## config.mk

```make
export PLATFORM = sky130hd
export DESIGN_NAME = demux14_deser
export DESIGN_NICKNAME = d
export VERILOG_FILES = /design/src/rtl/demux14_pkg.sv /design/src/rtl/demux14_slot_ctr.sv /design/src/rtl/demux14_deser.sv
export SDC_FILE = /design/constraint.sdc
export NUM_CORES = 1
export LEC_CHECK = 0
export CORE_AREA = 2 2 39 41
export CTS_BUF_LIST = sky130_fd_sc_hd__clkbuf_4
export DETAILED_ROUTE_END_ITERATION = 12
export DIE_AREA = 0 0 41 43
export HOLD_SLACK_MARGIN = 0.03
export PLACE_DENSITY = 0.84
export SLEW_MARGIN = 20
export SYNTH_ARGS = -nofsm -noshare
export SYNTH_HDL_FRONTEND = slang
export SYNTH_SLANG_ARGS = --single-unit
```

## constraint.sdc

```tcl
create_clock -name clk -period 4.65 [get_ports clk]
set_clock_uncertainty 0.15 [all_clocks]
set_input_delay 0.93 -clock clk [delete_from_list [all_inputs] [get_ports clk]]
set_output_delay 0.93 -clock clk [all_outputs]
set_load 0.02 [all_outputs]
```

## src/rtl/demux14_pkg.sv

```systemverilog
// Shared types and constants for the 1:4 serial demultiplexer.
package demux14_pkg;

  localparam int N_SLOTS = 4;
  localparam int SEL_W   = 2;

  typedef enum logic {
    HUNT   = 1'b0,
    LOCKED = 1'b1
  } state_t;

  typedef logic [N_SLOTS-1:0] word_t;

endpackage

```

## src/rtl/demux14_slot_ctr.sv

```systemverilog
// Slot counter: tracks which slot the next accepted bit occupies.
// A sync-qualified accept always lands in slot 0, so the counter restarts at 1.
import demux14_pkg::*;

module demux14_slot_ctr (
  input  logic             clk,
  input  logic             rst_n,
  input  logic             adv,
  input  logic             restart,
  output logic [SEL_W-1:0] sel_cur,
  output logic             last_slot
);

  logic [SEL_W-1:0] sel_d;
  logic [SEL_W-1:0] sel_q;

  // Next slot: restart after a sync bit, otherwise increment with natural wrap.
  always_comb begin
    sel_d = sel_q;
    if (adv) begin
      if (restart) begin
        sel_d = SEL_W'(1);
      end else begin
        sel_d = sel_q + SEL_W'(1);
      end
    end
  end

  // Slot register.
  always_ff @(posedge clk or negedge rst_n) begin
    if (!rst_n) begin
      sel_q <= '0;
    end else begin
      sel_q <= sel_d;
    end
  end

  assign sel_cur   = sel_q;
  assign last_slot = (sel_q == SEL_W'(N_SLOTS - 1));

endmodule

```

## src/rtl/demux14_deser.sv

```systemverilog
// 1:4 serial-to-parallel demultiplexer with sync-strobe framing and a
// single-entry valid/ready output holding register.
//
// state  | meaning
// HUNT   | waiting for a sync-qualified bit; unframed bits are dropped
// LOCKED | framed; every valid bit is written into the current slot
import demux14_pkg::*;

module demux14_deser (
  input  logic               clk,
  input  logic               rst_n,
  input  logic               in_bit,
  input  logic               in_valid,
  input  logic               in_sync,
  output logic [N_SLOTS-1:0] out_data,
  output logic               out_valid,
  input  logic               out_ready,
  output logic [SEL_W-1:0]   sel_cur,
  output logic               locked,
  output logic               overrun,
  output logic               sync_err,
  input  logic               clr_flags
);

  state_t state_d, state_q;
  word_t  asm_d, asm_q;
  word_t  out_data_d, out_data_q;
  logic   out_valid_d, out_valid_q;
  logic   overrun_d, overrun_q;
  logic   sync_err_d, sync_err_q;

  logic   accept;
  logic   last_slot;
  logic   word_done;
  logic   load;
  logic   overrun_set;
  logic   sync_err_set;
  word_t  full_word;

  // Bits outside a frame are ignored until the first sync.
  assign accept       = in_valid && ((state_q == LOCKED) || in_sync);
  assign word_done    = accept && !in_sync && last_slot;
  assign full_word    = {in_bit, asm_q[N_SLOTS-2:0]};
  assign load         = word_done && (!out_valid_q || out_ready);
  assign overrun_set  = word_done && out_valid_q && !out_ready;
  assign sync_err_set = in_valid && in_sync && (state_q == LOCKED) && (sel_cur != '0);

  demux14_slot_ctr u_slot_ctr (
    .clk       (clk),
    .rst_n     (rst_n),
    .adv       (accept),
    .restart   (in_sync),
    .sel_cur   (sel_cur),
    .last_slot (last_slot)
  );

  // Next-state, assembly, output holding and sticky flag logic.
  always_comb begin
    state_d     = state_q;
    asm_d       = asm_q;
    out_data_d  = out_data_q;
    out_valid_d = out_valid_q;
    overrun_d   = overrun_q;
    sync_err_d  = sync_err_q;

    if (in_valid && in_sync) begin
      state_d = LOCKED;
    end

    if (accept) begin
      if (in_sync) begin
        // A sync restarts the frame; any partial word is discarded.
        asm_d    = '0;
        asm_d[0] = in_bit;
      end else begin
        asm_d[sel_cur] = in_bit;
      end
    end

    if (load) begin
      out_data_d  = full_word;
      out_valid_d = 1'b1;
    end else if (out_valid_q && out_ready) begin
      out_valid_d = 1'b0;
    end

    // Set beats clear when both happen on the same edge.
    if (clr_flags) begin
      overrun_d  = 1'b0;
      sync_err_d = 1'b0;
    end
    if (overrun_set) begin
      overrun_d = 1'b1;
    end
    if (sync_err_set) begin
      sync_err_d = 1'b1;
    end
  end

  // State and datapath registers.
  always_ff @(posedge clk or negedge rst_n) begin
    if (!rst_n) begin
      state_q     <= HUNT;
      asm_q       <= '0;
      out_data_q  <= '0;
      out_valid_q <= 1'b0;
      overrun_q   <= 1'b0;
      sync_err_q  <= 1'b0;
    end else begin
      state_q     <= state_d;
      asm_q       <= asm_d;
      out_data_q  <= out_data_d;
      out_valid_q <= out_valid_d;
      overrun_q   <= overrun_d;
      sync_err_q  <= sync_err_d;
    end
  end

  assign out_data  = out_data_q;
  assign out_valid = out_valid_q;
  assign locked    = (state_q == LOCKED);
  assign overrun   = overrun_q;
  assign sync_err  = sync_err_q;

endmodule

```

Word level (Yosys, flattened, before mapping)
Cells that the tools add are included.

cells by class
  multipliers = 0
  bitwise gates (word level) = 0
  reductions and logical operators = 20
  order comparisons = 2
  add/sub/neg operators = 1
  eq/ne operators = 1
  div/mod/pow operators = 0
  shift operators = 0
  multiplexer cells = 10

operator list
  kind                                                                                 count
  1-bit logical AND                                                                    11
  2-bit nonzero test                                                                   4
  1-bit 2-to-1 mux                                                                     6
  4-bit bitwise mux                                                                    1
  4-bit 2-to-1 mux                                                                     1
  1-bit logical NOT                                                                    3
  2-bit by 3-bit < comparator with 1-bit output, second input constant                 1
  2-bit by 1-bit adder with 2-bit output, second input constant                        1
  1-bit demux with 2-bit select                                                        1
  2-bit equality test, second input constant                                           1
  2-bit by 1-bit greater-or-equal comparator with 1-bit output, second input constant  1
  1-bit logical OR                                                                     2
  2-bit 2-to-1 mux                                                                     1

storage, ports and cells
  bits in latches = 0
  flip-flop bits (word level) = 14
  RAM bits = 0
  memory bits (read-only) = 0
  bits of input ports = 7
  memories = 0
  logic and storage cells = 41

Longest topological paths before layout
Gate-level depths: netlist of run 1.

  depth in word-level cells = 7
  depth in mapped cells = 5
  mapped depth without buffers = 5

Modules after synthesis
From an unflattened synthesis of run 1, not the netlist that was laid out.

second synthesis, totals
  cells, all modules = 47
  area, all modules = 580.6 um2

modules (own cells, without submodules)
  module            sequential area each (um2)  cells each  area each (um2)  times used
  demux14_deser     275.3                       38          486.7            1
  demux14_slot_ctr  50.0                        9           93.8             1

Least setup slack after synthesis of run 1
No wires, ideal clock.

  path type = input to register
  start = input port in_sync
  end = register out_data_q[3] (netlist: out_data[3])
  path buffers = 1
  arrival = 1.713 ns
  setup slack = 2.662 ns
  library setup time = 0.125 ns
  stages = 4
  cell sequence = buf_6 > nand4b_4 > nor2b_4 > mux2_2

on the way
  longest elaborated chain between the ends = 5
  elaborated cells on any way between the ends = 6
  those cells by class = reduce/logical: 6

RTL lines
  what                                 line                  RTL
  start, declared                      demux14_deser.sv:14   input logic in_sync,
  1-bit logical OR                     demux14_deser.sv:41   assign accept = in_valid && ((state_q == LOCKED) || in_sync);
  1-bit logical AND                    demux14_deser.sv:41
  1-bit logical AND (*) (2 in series)  demux14_deser.sv:42   assign word_done = accept && !in_sync && last_slot;
  1-bit logical AND (*)                demux14_deser.sv:44   assign load = word_done && (!out_valid_q || out_ready);
  end signal, assigned                 demux14_deser.sv:112  out_data_q <= out_data_d;
  end, declared                        demux14_deser.sv:27   word_t out_data_d, out_data_q;

Mark *: on every way between the ends. The rest lies on a longest branch, timed or not.
A chain may end at the register's enable or synchronous reset.

Final worst setup path of run 1
  start = register state_q (netlist: locked)
  end = output port locked

RTL lines
  what                    line                  RTL
  start, declared         demux14_deser.sv:25   state_t state_d, state_q;
  start signal, assigned  demux14_deser.sv:110  state_q <= state_d;
  end, declared           demux14_deser.sv:19   output logic locked,

No word-level cell between the ends.

==> results of run 1 <==
## stage by stage
stage	cells	hold slack [ps]
global placement	82	331
CTS	86	353
global route	86	367
detailed placement	82	328
floorplan	53	324
finish	86	350
## worst max path at each step
stage / cells after the start / slack, ps / to / from
after floorplan: 4 / 2660 / out_data[3] / in_sync
after global placement: 4 / 2020 / out_data[0] / in_valid
after detailed placement: 4 / 1990 / out_data[2] / in_valid
after CTS: 1 / 1940 / locked / locked
after global routing: 1 / 1880 / locked / locked
final: 1 / 1960 / locked / locked
## layout make-up
type,instances,area share (%)
Tap cell,16,2.40
Clock buffer,4,3.59
Multi-Input combinational cell,31,33.2
Timing Repair Buffer,16,19.2
Sequential cell,13,38.9
Inverter,6,2.69
## Yosys cell counts (all sizes together)
| master | instances | share of area, % |
|---|---|---|
| nor2b | 1 | 2.1 |
| o21ai | 1 | 0.77 |
| a41oi | 2 | 2.7 |
| o21a | 2 | 2.3 |
| dfrtp | 13 | 50 |
| mux2 | 5 | 8.7 |
| nand2 | 2 | 1.2 |
| buf | 3 | 3.3 |
| o22ai | 4 | 3.9 |
| nand4b | 2 | 5.0 |
| o22a | 1 | 1.4 |
| nand2b | 1 | 0.97 |
| a21o | 2 | 2.3 |
| a21boi | 2 | 2.3 |
| nand3 | 2 | 1.5 |
| ha | 4 | 7.7 |
| inv | 6 | 3.5 |
## worst reg2reg max path, cell delays in order, from the launching register on
cell and delay (ps):
sky130_fd_sc_hd__dfrtp_1 460, sky130_fd_sc_hd__ha_1 240, sky130_fd_sc_hd__nand4b_4 140, sky130_fd_sc_hd__nor2b_4 190, sky130_fd_sc_hd__mux2_2 340
## sequential cells by signal, indices dropped and copies added, names as in the netlist
register and cells:
overrun 1, asm_q 3, sync_err 1, out_data 4, locked 1, u_slot_ctr.sel_cur 2, out_valid 1
## where the power goes
| part | total [µW] | leakage, µW | switching [µW] | internal (µW) |
|---|---|---|---|---|
| Combinational | 134 | 0.000194 | 62.5 | 71.7 |
| Sequential | 158 | 0.000161 | 17.3 | 141 |
| Clock | 76.8 | 0.0000184 | 37.6 | 39.2 |
## per-layer routing
metal / up-vias / part of all wire [%] / track usage [%]
met4: 0 / 2.4 / 14.0
li1: 220 / - / -
met5: - / 0 / 0
met2: 17 / 51 / 25.9
met3: 4 / 4.3 / 4.71
met1: 229 / 43 / 22.4
## cell families after synthesis
kind of cell    share of synthesized area [%]
buf+inv                                  6.77
fa+ha+maj                                7.74
mux                                      8.70
simple gates                             10.8
compound gates                           15.7
flops                                    50.3
==> results_dict.tcl, run 1 <==
set metrics [dict create \
    timing_worst_slew_pin_value_ps 580 \
    worstHoldPathType "register to register" \
    timing.critical_path.slowest_cell_delay_ps 700 \
    max-vdd-ir-drop_mv 0.231 \
    design_power_total_uw 369 \
    pre_cts_slack_ps 1990 \
    gp_congestion 0.778 \
    timing.max_cap.violations 0 \
    cts_tree "built" \
    clock_sink_count 13 \
    path_delay_family "buffers and inverters" \
    post_cts_repair_timing_setup_buffer_count 0 \
    post_drt_via_cell_ratio 5.47 \
    layout.cells.most_common_list "sky130_fd_sc_hd__clkdlybuf4s50_1, sky130_fd_sc_hd__dfrtp_1, sky130_fd_sc_hd__inv_1" \
    number_of_global_route_vias_before_repair 460 \
    timing.reg2reg.setup_slack_ps 3010 \
    areaGrowthSynthToFinish_pct 29.2 \
    cp.arrival_ps 1610 \
    post-route-min-period_ps 2690 \
    die_x_um 41 \
    worstReg2RegEnd "out_data[2]" \
    fmax_mhz 371 \
    grtUsageTotal_pct 18.3 \
    final_critical_path_share_of_the_clock_period_pct 57.9 \
    power_per_cell_area_nw_per_um2 442 \
    routed-via-count 470 \
    die_footprint_um2 1760 \
    cp-end-kind "output port" \
    clock-root-buffer "sky130_fd_sc_hd__clkbuf_4" \
    worstRegToRegCells 4 \
    layout-drive-gt1-share_pct 14.3 \
    critical_path_buf_inv_count 1 \
    final_critical_path_setup_slack_ps 1960 \
    hold_path_startpoint "out_data[1]" \
    synth.net_count 64 \
    post-route-cell-area_um2 836 \
    initial_utilization_pct 46.7 \
    synthesis.instances 53 \
    cts.hold.buffers_added 0 \
    cts_resizes 0 \
    initialDrtViolationCount 4 \
    die_h_um 43 \
    cts-buffers-inserted 3 \
    synth.yosys.seq_area_share_pct 50.3 \
    regToRegStartpoint "u_slot_ctr.sel_cur[0]" \
    post_synth_instance_area_um2 647 \
    final_max_slew_viols 0 \
    post_drt_wl_per_cell_um 14.2 \
    route.final.wire_length_um 1220 \
    average_footprint_of_a_synthesized_cell_um2 12.2 \
    power_leakage_uw 0.000374 \
    worstPathMaxFanout 13 \
    row_count 14 \
    postPlaceCellArea_um2 806 \
    io-pin-count 17 \
    core_region_area_um2 1380 \
    register_bit_count_reported_by_yosys 13 \
    timing.critical_path.required_ps 3570 \
    detail_route.first_pass.iterations 4 \
    series_of_cell_instances_along_the_critical_path "clkdlybuf4s50_1" \
    grt-ovfl-total 0 \
    insertion_delay_ps 280 \
    cts.reportedPaths.clkPinSlew_ps 70 \
    min_delay_worst_endpoint "out_data[1]" \
    final_common_cell "sky130_fd_sc_hd__clkdlybuf4s50_1" \
    layout.nets 82 \
    max-slew-margin-rel_pct 61.2 \
    run_status "finished, final reports clean" \
    multiInputGateArea_um2 278 \
    final-setup-viol-count 0 \
    grt_pass1_wl_um 2070 \
    start_kind "register" \
    antenna_left 0 \
    number_of_antenna_violations_at_the_first_check_in_global_routing 0 \
    crit_path_top_delay_cell "sky130_fd_sc_hd__clkdlybuf4s50_1" \
    synth-warning-count 0 \
    remaining_drc_errors 0 \
    grt_max_degree 14 \
    h-tree-depth 1 \
    final-hold-violation-count 0 \
    post-route-util_pct 60.4 \
    grt_setup_unrepaired "false" \
    fin_setup_tns_ps 0 \
    hpwl_um 856 \
    layout.filler_cells 115 \
    post_synth_num_cell_types 20 \
    clk_path_buf_depth 2 \
    min_delay_path_depth 1 \
    placement.io_buffers 16 \
    timing_worst_setup_path_type "register to output port" \
    diodes 0 \
    area.sequential_um2 325 \
]
(Power assumes the default switching activity.)
==> run 2: changes to the inputs <==
- CORE_AREA: 2 2 39 41 -> not set
- CORE_ASPECT_RATIO: not set -> 1.1
- CORE_UTILIZATION: not set -> 44
- DIE_AREA: 0 0 41 43 -> not set
- PLACE_DENSITY: 0.84 -> 0.8
- clock period: 4.65 -> 2.2 ns (I/O delays scaled with it)
==> results_dict.tcl, run 2 (synthesized netlist as in run 1, its figures left out) <==
set metrics [dict create \
    fin_setup_tns_ps 0 \
    post-route-min-period_ps 1990 \
    final_critical_path_setup_slack_ps 212 \
    worstPathMaxFanout 7 \
    final-setup-viol-count 0 \
    routed-via-count 472 \
    cts.hold.buffers_added 0 \
    core_region_area_um2 1370 \
    postPlaceCellArea_um2 828 \
    min_delay_worst_endpoint "out_data[1]" \
    grt-ovfl-total 0 \
    power_leakage_uw 0.000387 \
    max-vdd-ir-drop_mv 0.471 \
    min_delay_path_depth 1 \
    grtUsageTotal_pct 17.5 \
    die_footprint_um2 1630 \
    hpwl_um 873 \
    final-hold-violation-count 0 \
    final_max_slew_viols 0 \
    cts_tree "built" \
    insertion_delay_ps 270 \
    areaGrowthSynthToFinish_pct 32.7 \
    row_count 14 \
    route.final.wire_length_um 1160 \
    diodes 0 \
    placement.io_buffers 16 \
    pre_cts_slack_ps 293 \
    die_h_um 42.2 \
    detail_route.first_pass.iterations 6 \
    worstReg2RegEnd "out_data[2]" \
    post-route-cell-area_um2 858 \
    gp_congestion 0.710 \
    remaining_drc_errors 0 \
    layout-drive-gt1-share_pct 17.8 \
    place_inst 85 \
    cts_resizes 0 \
    h-tree-depth 1 \
    antenna_left 0 \
    grt_pass1_wl_um 1930 \
    number_of_antenna_violations_at_the_first_check_in_global_routing 0 \
    worstRegToRegCells 4 \
    max-slew-margin-rel_pct 62.1 \
    io-pin-count 17 \
    timing.reg2reg.setup_slack_ps 560 \
    timing_worst_slew_pin_value_ps 567 \
    grt_setup_unrepaired "false" \
    post_cts_repair_timing_setup_buffer_count 0 \
    layout.cells.most_common_list "sky130_fd_sc_hd__clkdlybuf4s50_1, sky130_fd_sc_hd__dfrtp_1, sky130_fd_sc_hd__inv_1" \
    start_kind "register" \
    cp.arrival_ps 1400 \
    worstHoldPathType "register to register" \
    run_status "finished, final reports clean" \
    initialDrtViolationCount 9 \
    regToRegStartpoint "u_slot_ctr.sel_cur[0]" \
    clock_sink_count 13 \
    hold_path_startpoint "out_data[1]" \
    grt_max_degree 14 \
    largest_reg_flops 4 \
    die_x_um 38.6 \
    cp-end-kind "output port" \
    number_of_global_route_vias_before_repair 436 \
    cts-buffers-inserted 3 \
    clk_path_buf_depth 2 \
    crit_path_top_delay_cell "sky130_fd_sc_hd__clkdlybuf4s50_1" \
    layout.nets 85 \
    power_per_cell_area_nw_per_um2 904 \
    series_of_cell_instances_along_the_critical_path "clkdlybuf4s50_1" \
    timing.max_cap.violations 0 \
    critical_path_buf_inv_count 1 \
    post_drt_wl_per_cell_um 13.0 \
    final_common_cell "sky130_fd_sc_hd__clkdlybuf4s50_1" \
    fmax_mhz 503 \
    number_of_non_filler_instances_in_the_completed_layout 89 \
    initial_utilization_pct 47.3 \
    timing_worst_setup_path_type "register to output port" \
    cts.reportedPaths.clkPinSlew_ps 80 \
    timing.critical_path.required_ps 1610 \
    timing.critical_path.slowest_cell_delay_ps 650 \
    clock-root-buffer "sky130_fd_sc_hd__clkbuf_4" \
    path_delay_family "buffers and inverters" \
    final_critical_path_share_of_the_clock_period_pct 90.4 \
    post_drt_via_cell_ratio 5.30 \
]
-- run 2: how the worst max path moves through the flow --
| stage | start | to | slack (ps) | depth (start not counted) |
|---|---|---|---|---|
| global route | u_slot_ctr.sel_cur[0] | sel_cur[0] | 160 | 1 |
| floorplan | u_slot_ctr.sel_cur[0] | out_data[3] | 540 | 4 |
| CTS | u_slot_ctr.sel_cur[0] | sel_cur[0] | 190 | 1 |
| detailed placement | in_valid | out_data[2] | 290 | 4 |
| global placement | in_valid | out_data[2] | 310 | 4 |
| finish | u_slot_ctr.sel_cur[0] | sel_cur[0] | 210 | 1 |
-- run 2: final cells by class --
class / count / area [µm²]
repair buffers: 19 / 183
fillers: 127 / 508
clock buffers: 4 / 30.0
well taps: 16 / 20.0
multi-input cells: 31 / 278
flip-flops and latches: 13 / 325
inverters: 6 / 22.5
-- run 2: where the power goes --
group | leakage, µW | switching, µW | internal, µW
Combinational | 0.000208 | 130 | 154
Sequential | 0.000161 | 36.6 | 298
Clock | 0.0000184 | 75.6 | 82.6
-- run 2: metal layers --
| metal | track usage, % | share of wire (%) | up-vias |
|---|---|---|---|
| met4 | 12.4 | 1.9 | 0 |
| met1 | 21.9 | 47 | 230 |
| met2 | 26.3 | 49 | 13 |
| li1 | - | - | 227 |
| met5 | 0 | 0 | - |
| met3 | 3.19 | 2.3 | 2 |
-- run 2: per-stage QoR --
stage	total power (µW)	utilization, %	hold slack [ps]
2_1_floorplan	492	-	-5.59
3_3_place_gp	618	60.6	333
3_5_place_dp	626	60.6	340
4_1_cts	783	62.8	362
5_1_grt	823	62.8	387
6_report	776	62.8	354
==> run 3: changes to the inputs <==
- SLEW_MARGIN: 20 -> not set
==> results of run 3 <==
Same layout as run 2: the final DEF is identical, and so are final timing and power.
